[src/rtl/small_calculator_pkg.sv]
// Shared types and codes for the small-calculator datapath: control-word layout,
// select/op codes, tracker states and the control-word classifier.
package small_calculator_pkg;

  localparam logic [1:0] S1_ZERO = 2'b00;
  localparam logic [1:0] S1_IN1  = 2'b01;
  localparam logic [1:0] S1_IN2  = 2'b10;
  localparam logic [1:0] S1_ALU  = 2'b11;

  localparam logic [1:0] ALU_ADD = 2'b00;
  localparam logic [1:0] ALU_SUB = 2'b01;
  localparam logic [1:0] ALU_AND = 2'b10;
  localparam logic [1:0] ALU_XOR = 2'b11;

  localparam logic [1:0] REG_R0 = 2'd0;
  localparam logic [1:0] REG_R1 = 2'd1;
  localparam logic [1:0] REG_R2 = 2'd2;
  localparam logic [1:0] REG_R3 = 2'd3;

  // 15-bit control word, MSB first
  typedef struct packed {
    logic [1:0] s1;
    logic [1:0] wa;
    logic       we;
    logic [1:0] raa;
    logic       rea;
    logic [1:0] rab;
    logic       reb;
    logic [1:0] c;
    logic       s2;
    logic       done;
  } ctrl_word_t;

  typedef enum logic [1:0] {T_IDLE, T_L1, T_L2, T_OP} track_state_e;

  typedef enum logic [2:0] {CL_IDLE, CL_LD1, CL_LD2, CL_OP, CL_DN, CL_BAD} ctrl_class_e;

  // The write-address checks make the load/op classes mutually exclusive.
  function automatic ctrl_class_e classify(input ctrl_word_t cw);
    ctrl_class_e cl;
    cl = CL_BAD;
    if (!cw.we && !cw.done) begin
      cl = CL_IDLE;
    end else if (!cw.we && cw.done) begin
      cl = CL_DN;
    end else if (cw.wa == REG_R1 && cw.s1 == S1_IN1) begin
      cl = CL_LD1;
    end else if (cw.wa == REG_R2 && cw.s1 == S1_IN2) begin
      cl = CL_LD2;
    end else if (cw.wa == REG_R3 && cw.s1 == S1_ALU &&
                 cw.rea && cw.raa == REG_R1 && cw.reb && cw.rab == REG_R2) begin
      cl = CL_OP;
    end
    return cl;
  endfunction

endpackage

[src/rtl/small_calculator_alu.sv]
// Combinational W-bit ALU; results wrap modulo 2^W, carry and borrow are dropped.
module small_calculator_alu
  import small_calculator_pkg::*;
#(
  parameter int W = 4
) (
  input  logic [W-1:0] a,
  input  logic [W-1:0] b,
  input  logic [1:0]   op,
  output logic [W-1:0] y
);

  always_comb begin
    y = '0;
    case (op)
      ALU_ADD: y = a + b;
      ALU_SUB: y = a - b;
      ALU_AND: y = a & b;
      ALU_XOR: y = a ^ b;
      default: y = '0;
    endcase
  end

endmodule

[src/rtl/small_calculator_dp.sv]
// Small-calculator datapath: 4-entry register file, ALU, captured result and a
// tracker that flags control words arriving out of LD1/LD2/OP/DN order.
module small_calculator_dp
  import small_calculator_pkg::*;
#(
  parameter int W = 4
) (
  input  logic         clk,
  input  logic         rst_n,
  input  logic [W-1:0] in1,
  input  logic [W-1:0] in2,
  input  logic [1:0]   s1,
  input  logic [1:0]   wa,
  input  logic         we,
  input  logic [1:0]   raa,
  input  logic         rea,
  input  logic [1:0]   rab,
  input  logic         reb,
  input  logic [1:0]   c,
  input  logic         s2,
  input  logic         done,
  output logic [W-1:0] out,
  output logic         res_valid,
  output logic         seq_err
);

  ctrl_word_t   cw;
  ctrl_class_e  cls;

  logic [W-1:0] regs_q [4];
  logic [W-1:0] regs_d [4];
  logic [W-1:0] rd_a;
  logic [W-1:0] rd_b;
  logic [W-1:0] alu_y;
  logic [W-1:0] wdata;

  logic [W-1:0] out_q, out_d;
  logic         res_valid_q, res_valid_d;
  logic         seq_err_q, seq_err_d;
  track_state_e track_q, track_d;
  logic         proto_err;

  assign cw  = '{s1: s1, wa: wa, we: we, raa: raa, rea: rea, rab: rab,
                 reb: reb, c: c, s2: s2, done: done};
  assign cls = classify(cw);

  // Reads see the pre-edge register contents, so a same-cycle write is invisible.
  assign rd_a = rea ? regs_q[raa] : '0;
  assign rd_b = reb ? regs_q[rab] : '0;

  small_calculator_alu #(.W(W)) u_alu (
    .a  (rd_a),
    .b  (rd_b),
    .op (c),
    .y  (alu_y)
  );

  always_comb begin
    wdata = '0;
    case (s1)
      S1_ZERO: wdata = '0;
      S1_IN1:  wdata = in1;
      S1_IN2:  wdata = in2;
      S1_ALU:  wdata = alu_y;
      default: wdata = '0;
    endcase
  end

  always_comb begin
    for (int i = 0; i < 4; i++) begin
      regs_d[i] = regs_q[i];
    end
    if (we) begin
      regs_d[wa] = wdata;
    end
  end

  always_comb begin
    out_d       = out_q;
    res_valid_d = done;
    if (done) begin
      out_d = s2 ? alu_y : '0;
    end
  end

  always_comb begin
    track_d   = track_q;
    seq_err_d = seq_err_q;
    proto_err = 1'b0;
    case (track_q)
      T_IDLE: begin
        if (cls == CL_LD1)       track_d = T_L1;
        else if (cls != CL_IDLE) proto_err = 1'b1;
      end
      T_L1: begin
        if (cls == CL_LD2) track_d = T_L2;
        else               proto_err = 1'b1;
      end
      T_L2: begin
        if (cls == CL_OP) track_d = T_OP;
        else              proto_err = 1'b1;
      end
      T_OP: begin
        if (cls == CL_DN) track_d = T_IDLE;
        else              proto_err = 1'b1;
      end
      default: proto_err = 1'b1;
    endcase
    // A violation resynchronises to idle; the word itself still executes.
    if (proto_err) begin
      track_d   = T_IDLE;
      seq_err_d = 1'b1;
    end
  end

  always_ff @(posedge clk or negedge rst_n) begin
    if (!rst_n) begin
      for (int i = 0; i < 4; i++) begin
        regs_q[i] <= '0;
      end
      out_q       <= '0;
      res_valid_q <= 1'b0;
      seq_err_q   <= 1'b0;
      track_q     <= T_IDLE;
    end else begin
      for (int i = 0; i < 4; i++) begin
        regs_q[i] <= regs_d[i];
      end
      out_q       <= out_d;
      res_valid_q <= res_valid_d;
      seq_err_q   <= seq_err_d;
      track_q     <= track_d;
    end
  end

  assign out       = out_q;
  assign res_valid = res_valid_q;
  assign seq_err   = seq_err_q;

endmodule

[config.mk]
export PLATFORM = sky130hd
export DESIGN_NAME = small_calculator_dp
export DESIGN_NICKNAME = d
export VERILOG_FILES = /design/src/rtl/small_calculator_pkg.sv /design/src/rtl/small_calculator_alu.sv /design/src/rtl/small_calculator_dp.sv
export SDC_FILE = /design/constraint.sdc
export NUM_CORES = 1
export LEC_CHECK = 0
export BUFFER_PORTS_ARGS = -buffer_cell sky130_fd_sc_hd__buf_4
export CAP_MARGIN = 25
export CORE_ASPECT_RATIO = 1.75
export CORE_MARGIN = 3
export CORE_UTILIZATION = 50
export DETAILED_ROUTE_END_ITERATION = 12
export GPL_TIMING_DRIVEN = 1
export PLACE_DENSITY = 0.77
export SYNTH_ARGS = -nofsm -noshare
export SYNTH_HDL_FRONTEND = slang
export SYNTH_SLANG_ARGS = --single-unit
[constraint.sdc]
create_clock -name clk -period 2.6 [get_ports clk]
set_input_delay 0.26 -clock clk [delete_from_list [all_inputs] [get_ports clk]]
set_output_delay 0.26 -clock clk [all_outputs]
set_load 0.02 [all_outputs]
==> run_results.csv <==
group,metric,value,unit
run_status,status,"complete, but fails checks",
run_status,violations,"setup timing",
sta,fin_ws,-167,ps
die,fp.coreArea,3400,um^2
logic_synthesis,synth_cell_type_count,43,
clock_network,clock_path_buffers,2,
sta,tightest_slew,417,ps
clock_network,cts_buffers,3,
worst_setup_path,cpMostUsedCell,"ha_4",
routing,drt_iter0_markers,39,
logic_synthesis,ys_seq_elements,24,
logic_synthesis,synth_warnings,0,
placed_design,place.detailed.hpwl,3.75,mm
worst_setup_path,path_cells,"mux4_2, and2_4, inv_4, ha_4, nand2_4, o21ai_4, inv_2, ha_4, a21o_2, a21oi_2, xnor3_1, mux2_4, o21ai_2",
sta,drv_slew,0,
global_routing,grt-ovfl-total,0,
cells_and_area,final_nets,273,
placed_design,gp_congestion,0.866,
worst_setup_path,slowest_delay,470,ps
worst_setup_path,reg2reg_slack,-170,ps
worst_setup_path,rr_worst_depth,13,
clock_network,tritoncts,"built",
logic_synthesis,synth-seq-area-share,33.8,%
sta,fmax,0.361,GHz
power_and_ir_drop,power,1.39,mW
cells_and_area,finalNonFillerCells,277,
sta,whs,137,ps
worst_hold_path,worstHoldPathType,"in2reg",
worst_setup_path,cp_data_required_time,2800,ps
flow_run,max-cap-violations,0,
worst_hold_path,min_path_cells,1,
logic_synthesis,yosys.area.top_type,"dfrtp_1",
placed_design,placed_area,2200,um^2
logic_synthesis,synth-main-ff-cell,"dfrtp_1",
clock_network,cts-root-buf,"clkbuf_8",
power_and_ir_drop,p_leak,1.11,nW
die,die-area,4330,um^2
global_routing,antenna_found_initial,0,
worst_setup_path,arrival,2970,ps
worst_setup_path,critPathSlowestCell,"mux4_2",
sta,slew_headroom,72.1,%
clock_network,h-tree-depth,1,
clock_network,insertion_delay,260,ps
die,num_io_pins,31,
die,row_count,28,
routing,drcViolationCount,0,
routing,routed_wirelength,4.54,mm
worst_setup_path,startpoint_type,"flop",
global_routing,grt_pass1_wl,7.63,mm
cells_and_area,diodes,0,
routing,vias_per_cell,5.58,
global_routing,grt_use_total,23.4,%
logic_synthesis,synth_top_cell_area_share,33.8,%
clock_network,path_clk_slew,80,ps
logic_synthesis,synth_edf_count,0,
placed_design,io_buffers,30,
logic_synthesis,avgSynthCellArea,9.82,um^2
logic_synthesis,synth_fp_nets,220,
sta,finalSetupViolCount,14,
die,die_y,84.9,um
logic_synthesis,synth_cells,181,
sta,finalCritPeriodShare,106,%
power_and_ir_drop,ir_drop,0.000440,V
routing,routedWlPerCell,16.4,um
worst_setup_path,critPathMaxFanout,5,
cells_and_area,drive_gt1_share,37.5,%
power_and_ir_drop,powerDensity,600,nW/um^2
routing,dr.pass1.iters,4,
sta,finalHoldViolCount,0,
cells_and_area,fill_cells,272,
sta,clock_skew,6.72,ps
sta,rsz0062_at_grt,"yes",
worst_setup_path,critPathKind,"reg2reg",
global_routing,grt_start_max_net_pins,25,
cells_and_area,areaGrowthSynthToFinish,30.5,%
global_routing,grt_pass1_vias,1660,
cells_and_area,fin_area,2320,um^2
clock_network,cts_sinks,24,
worst_setup_path,worst-path-stages,13,
routing,num_vias,1545,
logic_synthesis,synth_area_leaders,"dfrtp_1 34%, ha_1 9.2%, mux4_1 5.9%",
worst_setup_path,worst-path-buf-inv,2,
routing,ant_nets,0,
sta,period_needed,2770,ps
cells_and_area,multiInputGateArea,1170,um^2
worst_setup_path,crit_path_end_kind,"flop",
worst_setup_path,cpLargestDelayFamily,"multiplexers",
logic_synthesis,synth_area,1780,um^2
placed_design,place_inst,269,
logic_synthesis,synthArstFlopShare,100,%
die,die_x,51.1,um
die,start_util,52.3,%
cells_and_area,seq_area,601,um^2
## stage by stage
stage | utilization (%) | TNS, ps | setup WS [ps]
global route | 68.2 | -3100 | -262
finish | 68.2 | -1730 | -167
CTS | 67.2 | -1640 | -197
floorplan | - | -374 | -77.1
detailed placement | 64.7 | -2790 | -249
global placement | 64.7 | -1830 | -182
## worst reg2reg max path, stage by stage (launching register included)
cell and delay [ps]:
dfrtp_1 400, mux4_2 480, and2_4 170, inv_4 60, ha_4 190, nand2_4 60
o21ai_4 60, inv_2 60, ha_4 180, a21o_2 210, a21oi_2 120, xnor3_1 240
mux2_4 360, o21ai_2 130
## final timing paths
| path | startpoint | to |
|---|---|---|
| setup / recovery | regs_q[13] | regs_q[11] |
| hold / removal | done | res_valid |
| min in group asynchronous | rst_n | track_q[0] |
| max in group asynchronous | rst_n | res_valid |
| setup reg to reg | regs_q[13] | regs_q[11] |
| hold reg to reg | seq_err | seq_err |
## synthesized netlist by cell type (2+ instances only)
cell,count
a21oi_1,10
a22o_1,2
a22oi_1,3
and2_1,4
buf_2,2
buf_4,2
clkbuf_1,2
dfrtp_1,24
ha_1,13
inv_1,10
mux2_2,4
mux2i_1,8
mux4_1,4
mux4_2,2
nand2_1,22
nand2b_1,5
nand3_1,2
nand3b_1,2
nor2_1,14
nor2b_1,3
nor3b_1,3
o211ai_1,2
o21ai_0,13
o21ai_1,2
o21ai_2,4
xnor2_1,2
## cell usage in the layout (no fill, tap or decap), types with 3 or more instances in the layout
cell,n
nor2_1,14
nor2b_1,3
o21ai_0,7
mux2i_1,8
and2_1,3
o21ai_1,6
nand2b_1,5
nand2_1,20
buf_4,53
ha_1,11
inv_1,8
dfrtp_1,24
mux2_2,3
o21ai_2,5
mux4_2,4
nor3b_1,3
clkbuf_8,3
a21oi_1,8
## cell families after synthesis
group           Yosys count  share of synthesized area [%]
buf+inv                  16                           3.94
simple gates             62                           17.5
flops                    24                           33.8
compound gates           43                           15.8
mux                      19                           16.3
xor+xnor                  3                           2.25
fa+ha+maj                14                           10.3
## where the power goes
group	switching (mW)	leakage [nW]	internal [mW]	total, mW
sequential	0.0533	0.303	0.443	0.496
combinational	0.328	0.782	0.354	0.682
clock	0.110	0.0216	0.104	0.214
total	0.491	1.11	0.900	1.39
## cell type report
cell class / instances / area share, %
clock buffers: 3 / 1.78
repair buffers: 54 / 17.6
inverters: 10 / 1.73
multi-input cells: 141 / 50.6
well taps: 45 / 2.43
flip-flops and latches: 24 / 25.9
## per-layer routing
metal	up-vias	share of wire (%)	routed length (um)	global-route usage [%]
met5	-	0	0	0
met1	733	37	1690	26.0
met4	0	2.8	129	9.07
met3	13	4.7	213	2.64
li1	747	-	-	-
met2	52	55	2510	43.6
## timing repair
item	4_1_cts	5_1_grt
hold buffers	1	0
pin swaps	6	4
endpoints found under the hold margin	24	0
cloned	0	0
gates resized for setup	9	6
endpoints found under the setup margin	13	14
setup buffers	3	1
## sequential cells by signal (all words and copies together), names as in the netlist
signal / count
res_valid: 1
out: 4
regs_q: 16
track_q: 2
seq_err: 1
Note: power is estimated with default switching activity, not from simulation.
